$ cat config.mk
export PLATFORM = sky130hd
export DESIGN_NAME = fetch_stage_flat
export DESIGN_NICKNAME = d
export VERILOG_FILES = /design/src/rtl/pipeline_pkg.sv /design/src/rtl/fetch_stage_if.sv /design/src/rtl/load_use_detect.sv /design/src/rtl/fetch_stage.sv /design/src/flat_wrapper.sv
export SDC_FILE = /design/constraint.sdc
export NUM_CORES = 1
export LEC_CHECK = 0
export CAP_MARGIN = 25
export CORE_MARGIN = 2
export CORE_UTILIZATION = 42
export CTS_BUF_LIST = sky130_fd_sc_hd__clkbuf_8
export CTS_CLUSTER_SIZE = 12
export DETAILED_ROUTE_END_ITERATION = 7
export PLACE_DENSITY = 0.91
export SLEW_MARGIN = 20
export SYNTH_ARGS = -nofsm -noshare
export SYNTH_HDL_FRONTEND = slang
export SYNTH_SLANG_ARGS = --single-unit
$ cat constraint.sdc
create_clock -name clk -period 4.6 [get_ports clk]
set_input_delay 1.38 -clock clk [delete_from_list [all_inputs] [get_ports clk]]
set_output_delay 1.38 -clock clk [all_outputs]
set_load 0.005 [all_outputs]
$ cat src/rtl/pipeline_pkg.sv
// Shared MIPS pipeline definitions: PC-source encodings, NOP, reset PC, jump
// opcodes and the IF/ID register payload.
package pipeline_pkg;

    localparam int unsigned XLEN  = 32;
    localparam int unsigned REG_W = 5;

    localparam logic [1:0] PCSRC_SEQ  = 2'b00;
    localparam logic [1:0] PCSRC_JUMP = 2'b01;
    localparam logic [1:0] PCSRC_JREG = 2'b10;

    localparam logic [XLEN-1:0] NOP_INSTR        = 32'h0000_0000;
    localparam logic [XLEN-1:0] RESET_PC_DEFAULT = 32'h0040_0000;

    localparam logic [5:0] OP_J   = 6'h02;
    localparam logic [5:0] OP_JAL = 6'h03;

    // IF/ID pipeline register contents
    typedef struct packed {
        logic [XLEN-1:0] instr;
        logic [XLEN-1:0] pc_plus4;
        logic            valid;
    } if_id_t;

    // Redirect targets are taken as-is apart from the byte offset
    function automatic logic [XLEN-1:0] word_align(input logic [XLEN-1:0] a);
        return {a[XLEN-1:2], 2'b00};
    endfunction

endpackage

$ cat src/rtl/fetch_stage_if.sv
// Signal bundle between the fetch stage (master) and the rest of the pipeline
// plus instruction memory (slave).
interface fetch_stage_if;
    import pipeline_pkg::*;

    logic [XLEN-1:0]  imem_addr;
    logic [XLEN-1:0]  imem_rdata;
    logic [1:0]       PCSrc;
    logic [XLEN-1:0]  id_rs_data;
    logic             ex_branch_taken;
    logic [XLEN-1:0]  ex_branch_target;
    logic             id_ex_mem_read;
    logic [REG_W-1:0] id_ex_rt;
    logic [XLEN-1:0]  if_id_instr;
    logic [XLEN-1:0]  if_id_pc_plus4;
    logic             if_id_valid;
    logic [5:0]       OpCode;
    logic [5:0]       Funct;
    logic [2:0]       RegimmFunct;
    logic             id_ex_bubble;
    logic [XLEN-1:0]  perf_stall_cnt;
    logic [XLEN-1:0]  perf_flush_cnt;

    modport master (
        output imem_addr,
        input  imem_rdata,
        input  PCSrc,
        input  id_rs_data,
        input  ex_branch_taken,
        input  ex_branch_target,
        input  id_ex_mem_read,
        input  id_ex_rt,
        output if_id_instr,
        output if_id_pc_plus4,
        output if_id_valid,
        output OpCode,
        output Funct,
        output RegimmFunct,
        output id_ex_bubble,
        output perf_stall_cnt,
        output perf_flush_cnt
    );

    modport slave (
        input  imem_addr,
        output imem_rdata,
        output PCSrc,
        output id_rs_data,
        output ex_branch_taken,
        output ex_branch_target,
        output id_ex_mem_read,
        output id_ex_rt,
        input  if_id_instr,
        input  if_id_pc_plus4,
        input  if_id_valid,
        input  OpCode,
        input  Funct,
        input  RegimmFunct,
        input  id_ex_bubble,
        input  perf_stall_cnt,
        input  perf_flush_cnt
    );

endinterface

$ cat src/rtl/load_use_detect.sv
// Load-use hazard compare: the load in ID/EX writes a register that the
// valid instruction in IF/ID reads as rs or rt. $zero never creates a hazard.
module load_use_detect
    import pipeline_pkg::*;
(
    input  logic             id_ex_mem_read,
    input  logic [REG_W-1:0] id_ex_rt,
    input  logic             if_id_valid,
    input  logic [REG_W-1:0] if_id_rs,
    input  logic [REG_W-1:0] if_id_rt,
    output logic             stall_c
);

    // Pure combinational hazard compare
    always_comb begin
        stall_c = id_ex_mem_read && (id_ex_rt != '0) && if_id_valid &&
                  ((id_ex_rt == if_id_rs) || (id_ex_rt == if_id_rt));
    end

endmodule

$ cat src/rtl/fetch_stage.sv
// MIPS instruction-fetch stage with IF/ID register: PC, next-PC selection,
// squash/stall sequencing and Control field split.
// Optional FETCH_PERF_CNT_EN: saturating stall/flush performance counters.
module fetch_stage
    import pipeline_pkg::*;
#(
    parameter logic [31:0] RESET_PC = RESET_PC_DEFAULT
) (
    input  logic          clk,
    input  logic          reset,
    fetch_stage_if.master bus
);

    logic [XLEN-1:0] pc_q, pc_d;
    if_id_t          if_id_q, if_id_d;
    logic            stall_c;
    logic            squash_c;
    logic [XLEN-1:0] seq_pc_c;
    logic [XLEN-1:0] jump_pc_c;

    load_use_detect u_load_use_detect (
        .id_ex_mem_read (bus.id_ex_mem_read),
        .id_ex_rt       (bus.id_ex_rt),
        .if_id_valid    (if_id_q.valid),
        .if_id_rs       (if_id_q.instr[25:21]),
        .if_id_rt       (if_id_q.instr[20:16]),
        .stall_c        (stall_c)
    );

    // Next PC and IF/ID contents in redirect/stall priority order
    always_comb begin
        seq_pc_c  = pc_q + 32'd4;
        jump_pc_c = {if_id_q.pc_plus4[31:28], if_id_q.instr[25:0], 2'b00};
        squash_c  = 1'b0;
        pc_d      = seq_pc_c;
        if_id_d   = '{instr: bus.imem_rdata, pc_plus4: seq_pc_c, valid: 1'b1};

        if (bus.ex_branch_taken) begin
            pc_d     = word_align(bus.ex_branch_target);
            if_id_d  = '{instr: NOP_INSTR, pc_plus4: '0, valid: 1'b0};
            squash_c = 1'b1;
        end else if (stall_c) begin
            pc_d    = pc_q;
            if_id_d = if_id_q;
        end else if (if_id_q.valid && (bus.PCSrc == PCSRC_JUMP)) begin
            pc_d     = jump_pc_c;
            if_id_d  = '{instr: NOP_INSTR, pc_plus4: '0, valid: 1'b0};
            squash_c = 1'b1;
        end else if (if_id_q.valid && (bus.PCSrc == PCSRC_JREG)) begin
            pc_d     = word_align(bus.id_rs_data);
            if_id_d  = '{instr: NOP_INSTR, pc_plus4: '0, valid: 1'b0};
            squash_c = 1'b1;
        end
    end

    // PC and IF/ID registers
    always_ff @(posedge clk or posedge reset) begin
        if (reset) begin
            pc_q    <= RESET_PC;
            if_id_q <= '{instr: NOP_INSTR, pc_plus4: '0, valid: 1'b0};
        end else begin
            pc_q    <= pc_d;
            if_id_q <= if_id_d;
        end
    end

`ifdef FETCH_PERF_CNT_EN
    logic [XLEN-1:0] perf_stall_q, perf_stall_d;
    logic [XLEN-1:0] perf_flush_q, perf_flush_d;

    // Saturating event counters; a stall overridden by a branch is not counted
    always_comb begin
        perf_stall_d = perf_stall_q;
        perf_flush_d = perf_flush_q;
        if (stall_c && !bus.ex_branch_taken && (perf_stall_q != '1)) begin
            perf_stall_d = perf_stall_q + 32'd1;
        end
        if (squash_c && (perf_flush_q != '1)) begin
            perf_flush_d = perf_flush_q + 32'd1;
        end
    end

    // Counter registers
    always_ff @(posedge clk or posedge reset) begin
        if (reset) begin
            perf_stall_q <= '0;
            perf_flush_q <= '0;
        end else begin
            perf_stall_q <= perf_stall_d;
            perf_flush_q <= perf_flush_d;
        end
    end

    assign bus.perf_stall_cnt = perf_stall_q;
    assign bus.perf_flush_cnt = perf_flush_q;
`else
    assign bus.perf_stall_cnt = '0;
    assign bus.perf_flush_cnt = '0;
`endif

    assign bus.imem_addr      = pc_q;
    assign bus.if_id_instr    = if_id_q.instr;
    assign bus.if_id_pc_plus4 = if_id_q.pc_plus4;
    assign bus.if_id_valid    = if_id_q.valid;
    assign bus.OpCode         = if_id_q.instr[31:26];
    assign bus.Funct          = if_id_q.instr[5:0];
    assign bus.RegimmFunct    = {if_id_q.instr[17], if_id_q.instr[20], if_id_q.instr[16]};
    assign bus.id_ex_bubble   = stall_c;

endmodule

$ cat src/flat_wrapper.sv
// flat-port wrapper written by rule: the top's interface ports become plain ports
module fetch_stage_flat import pipeline_pkg::*;
#(
    parameter logic [31:0] RESET_PC = RESET_PC_DEFAULT
)
  (clk, reset, bus_imem_addr, bus_imem_rdata, bus_PCSrc, bus_id_rs_data, bus_ex_branch_taken, bus_ex_branch_target, bus_id_ex_mem_read, bus_id_ex_rt, bus_if_id_instr, bus_if_id_pc_plus4, bus_if_id_valid, bus_OpCode, bus_Funct, bus_RegimmFunct, bus_id_ex_bubble, bus_perf_stall_cnt, bus_perf_flush_cnt);
  fetch_stage_if bus_i ();
  input  logic clk;
  input  logic reset;
  output wire logic [$bits(bus_i.imem_addr)-1:0] bus_imem_addr;
  input wire logic [$bits(bus_i.imem_rdata)-1:0] bus_imem_rdata;
  input wire logic [$bits(bus_i.PCSrc)-1:0] bus_PCSrc;
  input wire logic [$bits(bus_i.id_rs_data)-1:0] bus_id_rs_data;
  input wire logic [$bits(bus_i.ex_branch_taken)-1:0] bus_ex_branch_taken;
  input wire logic [$bits(bus_i.ex_branch_target)-1:0] bus_ex_branch_target;
  input wire logic [$bits(bus_i.id_ex_mem_read)-1:0] bus_id_ex_mem_read;
  input wire logic [$bits(bus_i.id_ex_rt)-1:0] bus_id_ex_rt;
  output wire logic [$bits(bus_i.if_id_instr)-1:0] bus_if_id_instr;
  output wire logic [$bits(bus_i.if_id_pc_plus4)-1:0] bus_if_id_pc_plus4;
  output wire logic [$bits(bus_i.if_id_valid)-1:0] bus_if_id_valid;
  output wire logic [$bits(bus_i.OpCode)-1:0] bus_OpCode;
  output wire logic [$bits(bus_i.Funct)-1:0] bus_Funct;
  output wire logic [$bits(bus_i.RegimmFunct)-1:0] bus_RegimmFunct;
  output wire logic [$bits(bus_i.id_ex_bubble)-1:0] bus_id_ex_bubble;
  output wire logic [$bits(bus_i.perf_stall_cnt)-1:0] bus_perf_stall_cnt;
  output wire logic [$bits(bus_i.perf_flush_cnt)-1:0] bus_perf_flush_cnt;
  assign bus_imem_addr = bus_i.imem_addr;
  assign bus_i.imem_rdata = bus_imem_rdata;
  assign bus_i.PCSrc = bus_PCSrc;
  assign bus_i.id_rs_data = bus_id_rs_data;
  assign bus_i.ex_branch_taken = bus_ex_branch_taken;
  assign bus_i.ex_branch_target = bus_ex_branch_target;
  assign bus_i.id_ex_mem_read = bus_id_ex_mem_read;
  assign bus_i.id_ex_rt = bus_id_ex_rt;
  assign bus_if_id_instr = bus_i.if_id_instr;
  assign bus_if_id_pc_plus4 = bus_i.if_id_pc_plus4;
  assign bus_if_id_valid = bus_i.if_id_valid;
  assign bus_OpCode = bus_i.OpCode;
  assign bus_Funct = bus_i.Funct;
  assign bus_RegimmFunct = bus_i.RegimmFunct;
  assign bus_id_ex_bubble = bus_i.id_ex_bubble;
  assign bus_perf_stall_cnt = bus_i.perf_stall_cnt;
  assign bus_perf_flush_cnt = bus_i.perf_flush_cnt;
  fetch_stage #(.RESET_PC(RESET_PC)) u_core (.clk(clk), .reset(reset), .bus(bus_i));
endmodule
Word-level counts from Yosys, hierarchy flattened
Cells that the tools add are included.
Storage, ports and cells
  register bits: 97
  bits of input ports: 107
  output and inout port bits: 177
  word-level logic and storage cells: 25
Cells by class
  add/sub/neg operators: 1
  equality and inequality tests: 5
  mux-type cells: 8
  reductions and logical operators: 7
Operators with widths (number)
  $mux 65: 4
  $mux 32: 4
  $add 32x3->32 const B: 1
  $eq 5x5->1: 2
  $logic_and 1x1->1: 5
  $reduce_bool 5->1: 1
  $eq 2x1->1 const B: 1
  $eq 2x2->1 const B: 1
  $ne 2x2->1 const B: 1
  $logic_or 1x1->1: 1

Depth between registers and ports, before layout
Gate-level depths: netlist of the first run.
  word-level depth: 6
  mapped depth: 9
  gate-level depth less buffers: 7

Cells and area by module
From an unflattened synthesis of the first run, not the netlist that was laid out.
Second synthesis, totals
  cells, all modules: 625
  area, all modules: 5833.1 µm²
By module, submodules not included
  fetch_stage: instances 1, cells each 608, area an instance 5700.5 µm², seq. area each 2353.5 µm²
  load_use_detect: instances 1, cells each 17, area an instance 132.6 µm², seq. area each 0.0 µm²

Worst setup path before layout of the first run
No wires, ideal clock.
  path kind: input -> output
  start point: input port bus_id_ex_rt[1]
  end point: output port bus_id_ex_bubble
  data arrival time: 2.377 ns
  required time: 3.220 ns
  path slack: 0.843 ns
  stages: 5
  buffers on the path: 1
  cell sequence: or3_1 o311a_1 nand2_1 inv_2 clkbuf_1
On the way
  word-level cells in the longest chain between the ends: 4
  elaborated cells between the ends (all ways): 7
  those cells by class: eq/ne: 2; reduce/logical: 5
RTL lines
  from (decl): RTL line flat_wrapper.sv:17  | input wire logic [$bits(bus_i.id_ex_rt)-1:0] bus_id_ex_rt;
  $reduce_bool 5->1: RTL line load_use_detect.sv:16  | stall_c = id_ex_mem_read && (id_ex_rt != '0) && if_id_valid &&
  $logic_and 1x1->1 (2 in series): RTL line load_use_detect.sv:16
  $logic_and 1x1->1 (*): RTL line load_use_detect.sv:16
  to (decl): RTL line flat_wrapper.sv:24  | output wire logic [$bits(bus_i.id_ex_bubble)-1:0] bus_id_ex_bubble;
Every way passes the cells marked *; elsewhere a longest branch is shown, timed or not.

Final worst setup path of the first run
  start point: input port bus_id_ex_rt[0]
  end point: output port bus_id_ex_bubble
Same word-level chain as after synthesis.

==> results of run 1 <==
## flip-flops by register name, summed over array words and instances (netlist names)
name,cells
u_core.bus.if_id_instr,32
u_core.bus.if_id_pc_plus4,31
u_core.bus.if_id_valid,1
u_core.bus.imem_addr,30
## worst paths after layout
kind / from / endpoint / slack (ns) / depth (start not counted)
worst min register to register: u_core.bus.if_id_pc_plus4[13] / u_core.bus.if_id_pc_plus4[13] / 0.49 / 2
worst min-delay path: u_core.bus.if_id_pc_plus4[13] / u_core.bus.if_id_pc_plus4[13] / 0.49 / 2
min in group asynchronous: reset / u_core.bus.if_id_instr[30] / 1.51 / 2
worst max register to register: u_core.bus.imem_addr[2] / u_core.bus.imem_addr[31] / 2.05 / 6
worst max-delay path: bus_id_ex_rt[0] / bus_id_ex_bubble / 0.08 / 6
max in group asynchronous: reset / u_core.bus.if_id_instr[18] / 2.41 / 3
## synthesized netlist by cell type, drive strengths merged, types with 5 or more instances
cell and instances:
and3 6, o31ai 16, a221oi 7, clkbuf 26, dfrtp 93, nor3 11, nand4 9, inv 7
a211oi 13, nand2 59, a21oi 13, o21ai 36, nand2b 5, nand3 16, buf 95, a31oi 7
nor2 39, a32o 5, a22o 45, xor2 11, xnor2 26
## cells by family (layout without fill, tap and decap cells)
kind of cell | count (synthesis) | in the layout | share of synthesized area (%)
AO/OA/AOI/OAI | 171 | 171 | 22.4
AND/OR/NAND/NOR | 159 | 159 | 14.0
buffers and inverters | 128 | 254 | 14.6
flip-flops | 94 | 94 | 41.9
XOR/XNOR | 37 | 37 | 5.77
multiplexers | 5 | 5 | 0.914
adder cells (fa/ha/maj) | 1 | 1 | 0.223
other | 1 | 66 | 0.0668
## stage by stage
| stage | hold WS (ns) | cells | util, % |
|---|---|---|---|
| 6_report | 0.488 | 963 | 59.4 |
| 5_1_grt | 0.517 | 963 | 59.4 |
| 3_5_place_dp | 0.471 | 947 | 57.6 |
| 4_1_cts | 0.491 | 963 | 59.4 |
| 3_3_place_gp | 0.463 | 947 | 57.6 |
| 2_1_floorplan | 0.470 | 661 | - |
## what timing repair did
action,in CTS,in global routing
hold endpoints to repair,0,0
setup endpoints to repair,0,1
setup buffers,0,0
gates resized for setup,0,3
## power by group
group	total [mW]	switching, mW	internal (mW)
Clock	0.629	0.281	0.348
Sequential	1.01	0.106	0.903
Combinational	0.577	0.240	0.336
## cell type report
cell class	count	area, um2
sequential	94	2350
fill	1124	5330
inverter	7	28.8
clock buffer	12	165
multi-input combinational	439	2700
timing repair buffer	231	2280
tap	176	220
clock inverter	4	68.8
## layer usage
metal,track usage (%),vias to the layer above,part of all wire [%]
li1,-,2389,-
met1,33.5,2512,42
met2,39.4,312,47
met3,4.37,32,8.6
met4,8.24,0,2.3
met5,0,-,0
## worst register-to-register path, stage by stage (launching register included)
cell and delay, ns:
dfrtp_1 0.55, nand3_1 0.34, nor3_4 0.42, and4_1 0.36
mux2_1 0.35, a211oi_1 0.30, o31ai_2 0.10
==> impl_metrics.ini, run 1 <==
[grt]
grt.overflow.total = 0
grt_max_degree = 62
grt.total_usage_pct = 24.5
grt_pass1_wl_um = 27300
antenna_found_initial = 0
grt_pass1_vias = 4896

[detailed_routing]
firstDrtPassIters = 5
drt-vias-per-instance = 5.45
detail-route-antenna-nets = 0
drt_wl_total_um = 18000
drc = 0
wl_per_cell_um = 18.7
drtIter0Drc = 319
num_vias = 5245

[critical_path]
crit_chain = clkdlybuf4s50_1, or3_1, o311a_1, nand2_2, inv_2, clkdlybuf4s50_1
path_class = input pin to output port
required_ns = 3.22
cp_max_fo = 3
crit_arrival_ns = 3.14
slowest_delay_ns = 0.47
crit_buf_inv = 3
critPathCaptureType = output port
cpLargestDelayFamily = buffers and inverters
critPathMostFrequentCell = clkdlybuf4s50_1
cp_slowest_cell = clkdlybuf4s50_1
crit_path_start_kind = input pin

[cts]
clkLatencyLatePin_ns = 0.36
ctsHoldBuffers = 0
htreeDepth = 3
cts.sinks = 94
cts_root_buf = clkbuf_8
path_clk_slew_ns = 0.09
cts_buffers = 9
clock_path_buffers = 2
cts_tree = done

[logic_synthesis]
ys.warnings.count = 0
synthCells = 596
synth_area_leaders = dfrtp_1, buf_4, a22o_1, xnor2_1, nand2_1
ys.flop_type = dfrtp_1
synth_top_area_cell = dfrtp_1
async_flop_share_pct = 100
netlist_area_um2 = 5610
synth_cell_types = 55
ys_ff_latch = 94
synth_edf_count = 0
syn_avg_cell_area_um2 = 9.42
yosysSeqAreaShare_pct = 41.9
yosys.area.top_type_share_pct = 41.5

[floorplanning]
coreArea_um2 = 13100
io_pins = 284
die_x_um = 120
fp-row-count = 42
dieArea_um2 = 14300
start_util_pct = 42.7
die_y_um = 120

[job]
cap_violations = 0

[sta]
rsz0062_at_grt = no
setup_violations = 0
slew-limit-headroom_pct = 44.9
setup_tns_ns = 0
worst_slack_ns = 0.0809
max_slew.worst_pin.slew_ns = 0.827
finalClockSkew_ns = 0.00846
hold_viol = 0
fin_crit_sh_pct = 98.2
finalCriticalPeriod_ns = 4.52
clock.fmax_mhz = 221
drv_slew = 0

[power]
power_mw = 2.21
leakage_nw = 3.31
ir_drop_uv = 133
p_per_area_nw_per_um2 = 283

[cells_and_area]
diodes = 0
design_area_um2 = 7810
final_cell_mix = clkdlybuf4s50_1, dfrtp_1, conb_1
final_layout_size_suffix_gt1_share_pct = 5.97
nets = 890
final_common_cell = clkdlybuf4s50_1
area_growth_pct = 39.2

[place]
port_buffers = 213
preCtsSetupSlack_ns = 0.0232
dp_hpwl_um = 13200
placed_cell_area_um2 = 7560
place.gp.congestion = 0.871

[run_status]
status = complete, no violations

[min_path]
hold_path.class = flop to flop
Power figures use the tool's default switching activity.
==> inputs of run 2 (changes only) <==
CAP_MARGIN = 10   (was 25)
CTS_CLUSTER_DIAMETER = 150   (was not set)
==> results of run 2 <==
The final DEF is identical to that of run 1; final timing and power are the same.
==> inputs of run 3 (changes only) <==
MAX_ROUTING_LAYER = met4   (was not set)
SKIP_CTS_REPAIR_TIMING = 1   (was not set)
==> impl_metrics.ini, run 3 (same netlist as run 1, synthesis figures left out) <==
[detailed_routing]
drt_wl_total_um = 18200
firstDrtPassIters = 5
num_vias = 5205
detail-route-antenna-nets = 0
drtIter0Drc = 486
wl_per_cell_um = 18.9
drt-vias-per-instance = 5.41
drc = 0

[sta]
finalClockSkew_ns = 0.0123
slew-limit-headroom_pct = 31.2
clock.fmax_mhz = 220
rsz0062_at_grt = no
worst_slack_ns = 0.0575
finalCriticalPeriod_ns = 4.54
max_slew.worst_pin.slew_ns = 1.03
hold_viol = 0
setup_tns_ns = 0
drv_slew = 0
fin_crit_sh_pct = 98.8
setup_violations = 0

[run_status]
status = complete, no violations

[power]
internal_power_mw = 1.45
ir_drop_uv = 132
comb_power_share_pct = 27.4
switching_share_pct = 31.1
pwr-share-seq_pct = 48.0
p_per_area_nw_per_um2 = 272
leakage_nw = 3.26
power.switching_uw = 653
clkPwrFrac_pct = 24.7
power_mw = 2.10

[floorplanning]
die_y_um = 120
fp-row-count = 42
coreArea_um2 = 13100
start_util_pct = 42.7
io_pins = 284
dieArea_um2 = 14300
die_x_um = 120

[critical_path]
critPathCaptureType = output port
path_class = input pin to output port
cpLargestDelayFamily = buffers and inverters
crit_path_start_kind = input pin
slowest_delay_ns = 0.47
crit_chain = clkdlybuf4s50_1, or3_1, o311a_1, nand2_2, inv_2, clkdlybuf4s50_1
reg2regPathDepth = 8
cp_max_fo = 3
cp_slowest_cell = clkdlybuf4s50_1
crit_buf_inv = 3
rr_endpoint = u_core.bus.if_id_pc_plus4[14]
required_ns = 3.22
r2r-start = u_core.bus.if_id_instr[25]
r2r_slack_ns = 1.96
crit_arrival_ns = 3.16
startpoint = bus_id_ex_rt[1]
critPathMostFrequentCell = clkdlybuf4s50_1

[cts]
cts.sinks = 94
clock_path_buffers = 2
htreeDepth = 3
path_clk_slew_ns = 0.09
cts_tree = done
cts_buffers = 9
cts_root_buf = clkbuf_8
clkLatencyLatePin_ns = 0.37

[place]
preCtsSetupSlack_ns = 0.0323
port_buffers = 213
place.gp.congestion = 0.889
dp_hpwl_um = 13400
placed_cell_area_um2 = 7540

[min_path]
hold_start = u_core.bus.if_id_pc_plus4[27]
worst_hold_path.num_cells = 2
whs_endpoint = u_core.bus.if_id_pc_plus4[27]
hold_path.class = flop to flop

[cells_and_area]
largest_reg_flops = 32
final_common_cell = clkdlybuf4s50_1
regArea_um2 = 2350
multiInputGateArea_um2 = 2700
final_layout_size_suffix_gt1_share_pct = 5.98
diodes = 0
area_growth_pct = 38.0
final_cell_mix = clkdlybuf4s50_1, dfrtp_1, conb_1
nets = 889
nFillCells = 1151
design_area_um2 = 7740

[grt]
grt_pass1_vias = 5003
grt_use_met2_pct = 39.0
grt_max_degree = 86
busiest_layer = met2
grt_use_met1_pct = 35.1
grt.total_usage_pct = 25.9
grt_pass1_wl_um = 28000
antenna_found_initial = 0
grt.overflow.total = 0
met3_usage_pct = 5.04

[job]
cap_violations = 0
-- run 3: cell count changes in the layout (fill, tap and decap cells not counted) --
| cell | change |
|---|---|
| buf_12 | -1 |
| bufinv_16 | -2 |
| clkbuf_8 | -2 |
| clkinv_2 | -1 |
| clkinv_4 | +2 |
| clkinvlp_4 | +4 |
| inv_1 | -1 |
| inv_4 | -1 |
| inv_6 | +1 |
-- run 3: power by group through the flow --
stage / Clock, mW / Combinational, mW / Sequential [mW]
2_1_floorplan: 0 / 0.288 / 1.00
3_3_place_gp: 0 / 0.562 / 1.02
3_5_place_dp: 0 / 0.572 / 1.02
4_1_cts: 0.525 / 0.575 / 1.01
5_1_grt: 0.567 / 0.624 / 1.02
6_report: 0.519 / 0.576 / 1.01
-- run 3: area by class of cell --
cell class	instances	area share [%]
Multi-Input combinational cell	439	34.8
Timing Repair Buffer	230	29.1
Tap cell	176	2.84
Clock inverter	6	0.614
Inverter	7	0.404
Clock buffer	10	1.78
Sequential cell	94	30.4
-- run 3: worst max path at each step --
stage                                endpoint  slack (ns)  depth (start not counted)
floorplan           u_core.bus.if_id_instr[0]        0.77                          1
global placement             bus_id_ex_bubble        0.03                          6
detailed placement           bus_id_ex_bubble        0.03                          6
CTS                          bus_id_ex_bubble        0.03                          6
global route                 bus_id_ex_bubble       0.003                          6
finish                       bus_id_ex_bubble        0.06                          6
-- run 3: worst min-delay path, stage by stage, from the launching register on --
cell     delay, ns
dfrtp_1       0.35
nand2_1       0.05
o21ai_0       0.06
-- run 3: per-layer routing --
layer | routed length, um | up-vias
met3 | 1340 | 34
met4 | 463 | 0
li1 | - | 2383
met2 | 8490 | 274
met1 | 7930 | 2514
met5 | 0 | -
-- run 3: metrics by stage --
step / hold WS, ns / std cells / util [%]
after CTS: 0.495 / 962 / 58.8
final: 0.486 / 962 / 58.9
after detailed placement: 0.473 / 946 / 57.4
after floorplan: 0.470 / 661 / -
after global routing: 0.517 / 962 / 58.9
after global placement: 0.463 / 946 / 57.4
==> RTL edit, RTL diff (settings of run 2) <==
Build with the macro `FETCH_PERF_CNT_EN` defined.
--- a/src/rtl/fetch_stage.sv
+++ b/src/rtl/fetch_stage.sv
@@ -1,6 +1,8 @@
 // MIPS instruction-fetch stage with IF/ID register: PC, next-PC selection,
 // squash/stall sequencing and Control field split.
 // Optional FETCH_PERF_CNT_EN: saturating stall/flush performance counters.
+`define FETCH_PERF_CNT_EN
+
 module fetch_stage
     import pipeline_pkg::*;
 #(
Formal check against the unedited RTL: not equivalent (a bounded check fails within 4 cycles, from zero or initial values and one cycle with reset high).
==> RTL edit against run 2 <==
First-iteration DRC count is 85% higher. Power is 61% higher. Area after synthesis is 47% higher. Worst hold slack better by 1.2 ps. Register-to-register slack worse by 90 ps. Die area is 45% higher. Setup slack better by 51 ps. Count of clock-buffer cells in the layout is 5 higher. Cell area is 49% higher. Sequential cell count is 64 higher. Routed wire length is 57% higher. Global-route usage is 2.9 points higher. Largest cell class is now sequential cells.
==> RTL edit: results <==
set metrics [dict create \
    skew_ps 11.9 \
    synthTopCellsByArea "dfrtp_1 (48%), xnor2_1 (8.5%), a22o_1 (5.1%)" \
    antenna_found_initial 1 \
    dp_hpwl_mm 20.2 \
    cts_buffer_depth 2 \
    vdd_ir_drop_max_v 0.000245 \
    final_nets 1191 \
    fin_cells 1360 \
    postCtsResizedCells 1 \
    worstHoldPathType "register to register" \
    wl_per_cell_um 20.7 \
    dpl.cell_count 1327 \
    grt_start_max_net_pins 71 \
    outcome "finished clean" \
    ys_seq_area_share_pct 48.0 \
    async_flop_share_pct 100 \
    first_global_vias 7920 \
    gr-usage-all-layers_pct 27.4 \
    cpMaxStageDelayCell "or4_1" \
    gp_congestion 0.851 \
    critPathMaxStageDelay_ps 540 \
    p_sw_share_pct 31.2 \
    numCtsBuffers 17 \
    grt_pass1_wl_mm 43.5 \
    ys_types 61 \
    min_from "u_core.bus.if_id_pc_plus4[10]" \
    highest_layer "met4" \
    cts-root-buf "clkbuf_8" \
    met1_length_mm 11.4 \
    drive_gt1_share_pct 7.77 \
    maxSlewHeadroom_pct 38.6 \
    leakagePower_nw 4.70 \
    regToRegStartpoint "u_core.bus.imem_addr[2]" \
    met3_length_mm 2.18 \
    firstDrtPassIters 5 \
    clk_pin_slew_worst_paths_ps 100 \
    crit_arrival_ps 3090 \
    wl_met2_mm 13.5 \
    placed_cell_area_sq_um 11300 \
    yosysWarnings 0 \
    ant_nets 0 \
    insertion_delay_ps 460 \
    cp_max_fo 2 \
    synthTopCellsByCount "dfrtp_1 (157), xnor2_1 (80), nand2_1 (79)" \
    cts_setup_buffers 0 \
    via_per_inst 5.82 \
    io_buffers 277 \
    place_ws_ps -55.5 \
    htreeDepth 4 \
    drt-initial-drc-count 590 \
    syn_inst 823 \
    critPathTopFamily "buffers and inverters" \
    critPathLaunch "bus_id_ex_rt[3]" \
    nFillCells 1586 \
]
[RTL edit: power by group through the flow]
stage	Combinational, mW	Sequential [mW]	Clock [mW]
after floorplan	0.365	1.66	0
after global placement	0.784	1.68	0
after detailed placement	0.804	1.68	0
after CTS	0.809	1.66	1.13
after global routing	0.873	1.68	1.18
final	0.804	1.66	1.10
[RTL edit: worst register-to-register path, delay by kind of cell (launching register included)]
family | cells | cell delay, ps
flops | 1 | 500
compound gates | 2 | 350
xor+xnor | 1 | 290
simple gates | 3 | 1420
[RTL edit: worst paths after layout]
kind,endpoint,cells after the start,slack (ps)
hold / removal,u_core.bus.if_id_pc_plus4[10],2,490
setup / recovery,bus_id_ex_bubble,6,130
max in group asynchronous,u_core.bus.if_id_instr[11],3,2540
setup reg to reg,u_core.bus.imem_addr[27],6,1960
hold reg to reg,u_core.bus.if_id_pc_plus4[10],2,490
min in group asynchronous,u_core.bus.perf_stall_cnt[2],2,1310
[RTL edit: area by class of cell]
type / instances / area, sq um / share of cell area [%]
flip-flops and latches: 158 / 3960 / 33.9
diodes: 1 / 2.50 / 0.0215
clock inverters: 15 / 173 / 1.48
repair buffers: 303 / 3000 / 25.7
clock buffers: 17 / 234 / 2.01
multi-input cells: 593 / 3930 / 33.7
well taps: 265 / 332 / 2.84
inverters: 8 / 33.8 / 0.290
[RTL edit: routing by layer]
metal	track usage [%]	up-vias
met5	0	-
met4	12.2	0
met3	6.26	74
met2	44.3	380
met1	35.3	3927
li1	-	3531
[RTL edit: cells by family after synthesis]
kind of cell    synth area share (%)
compound gates                  18.0
xor+xnor                        10.7
fa+ha+maj                      0.456
buf+inv                         4.42
flops                           48.0
mux                            0.638
other cells                   0.0456
simple gates                    17.7
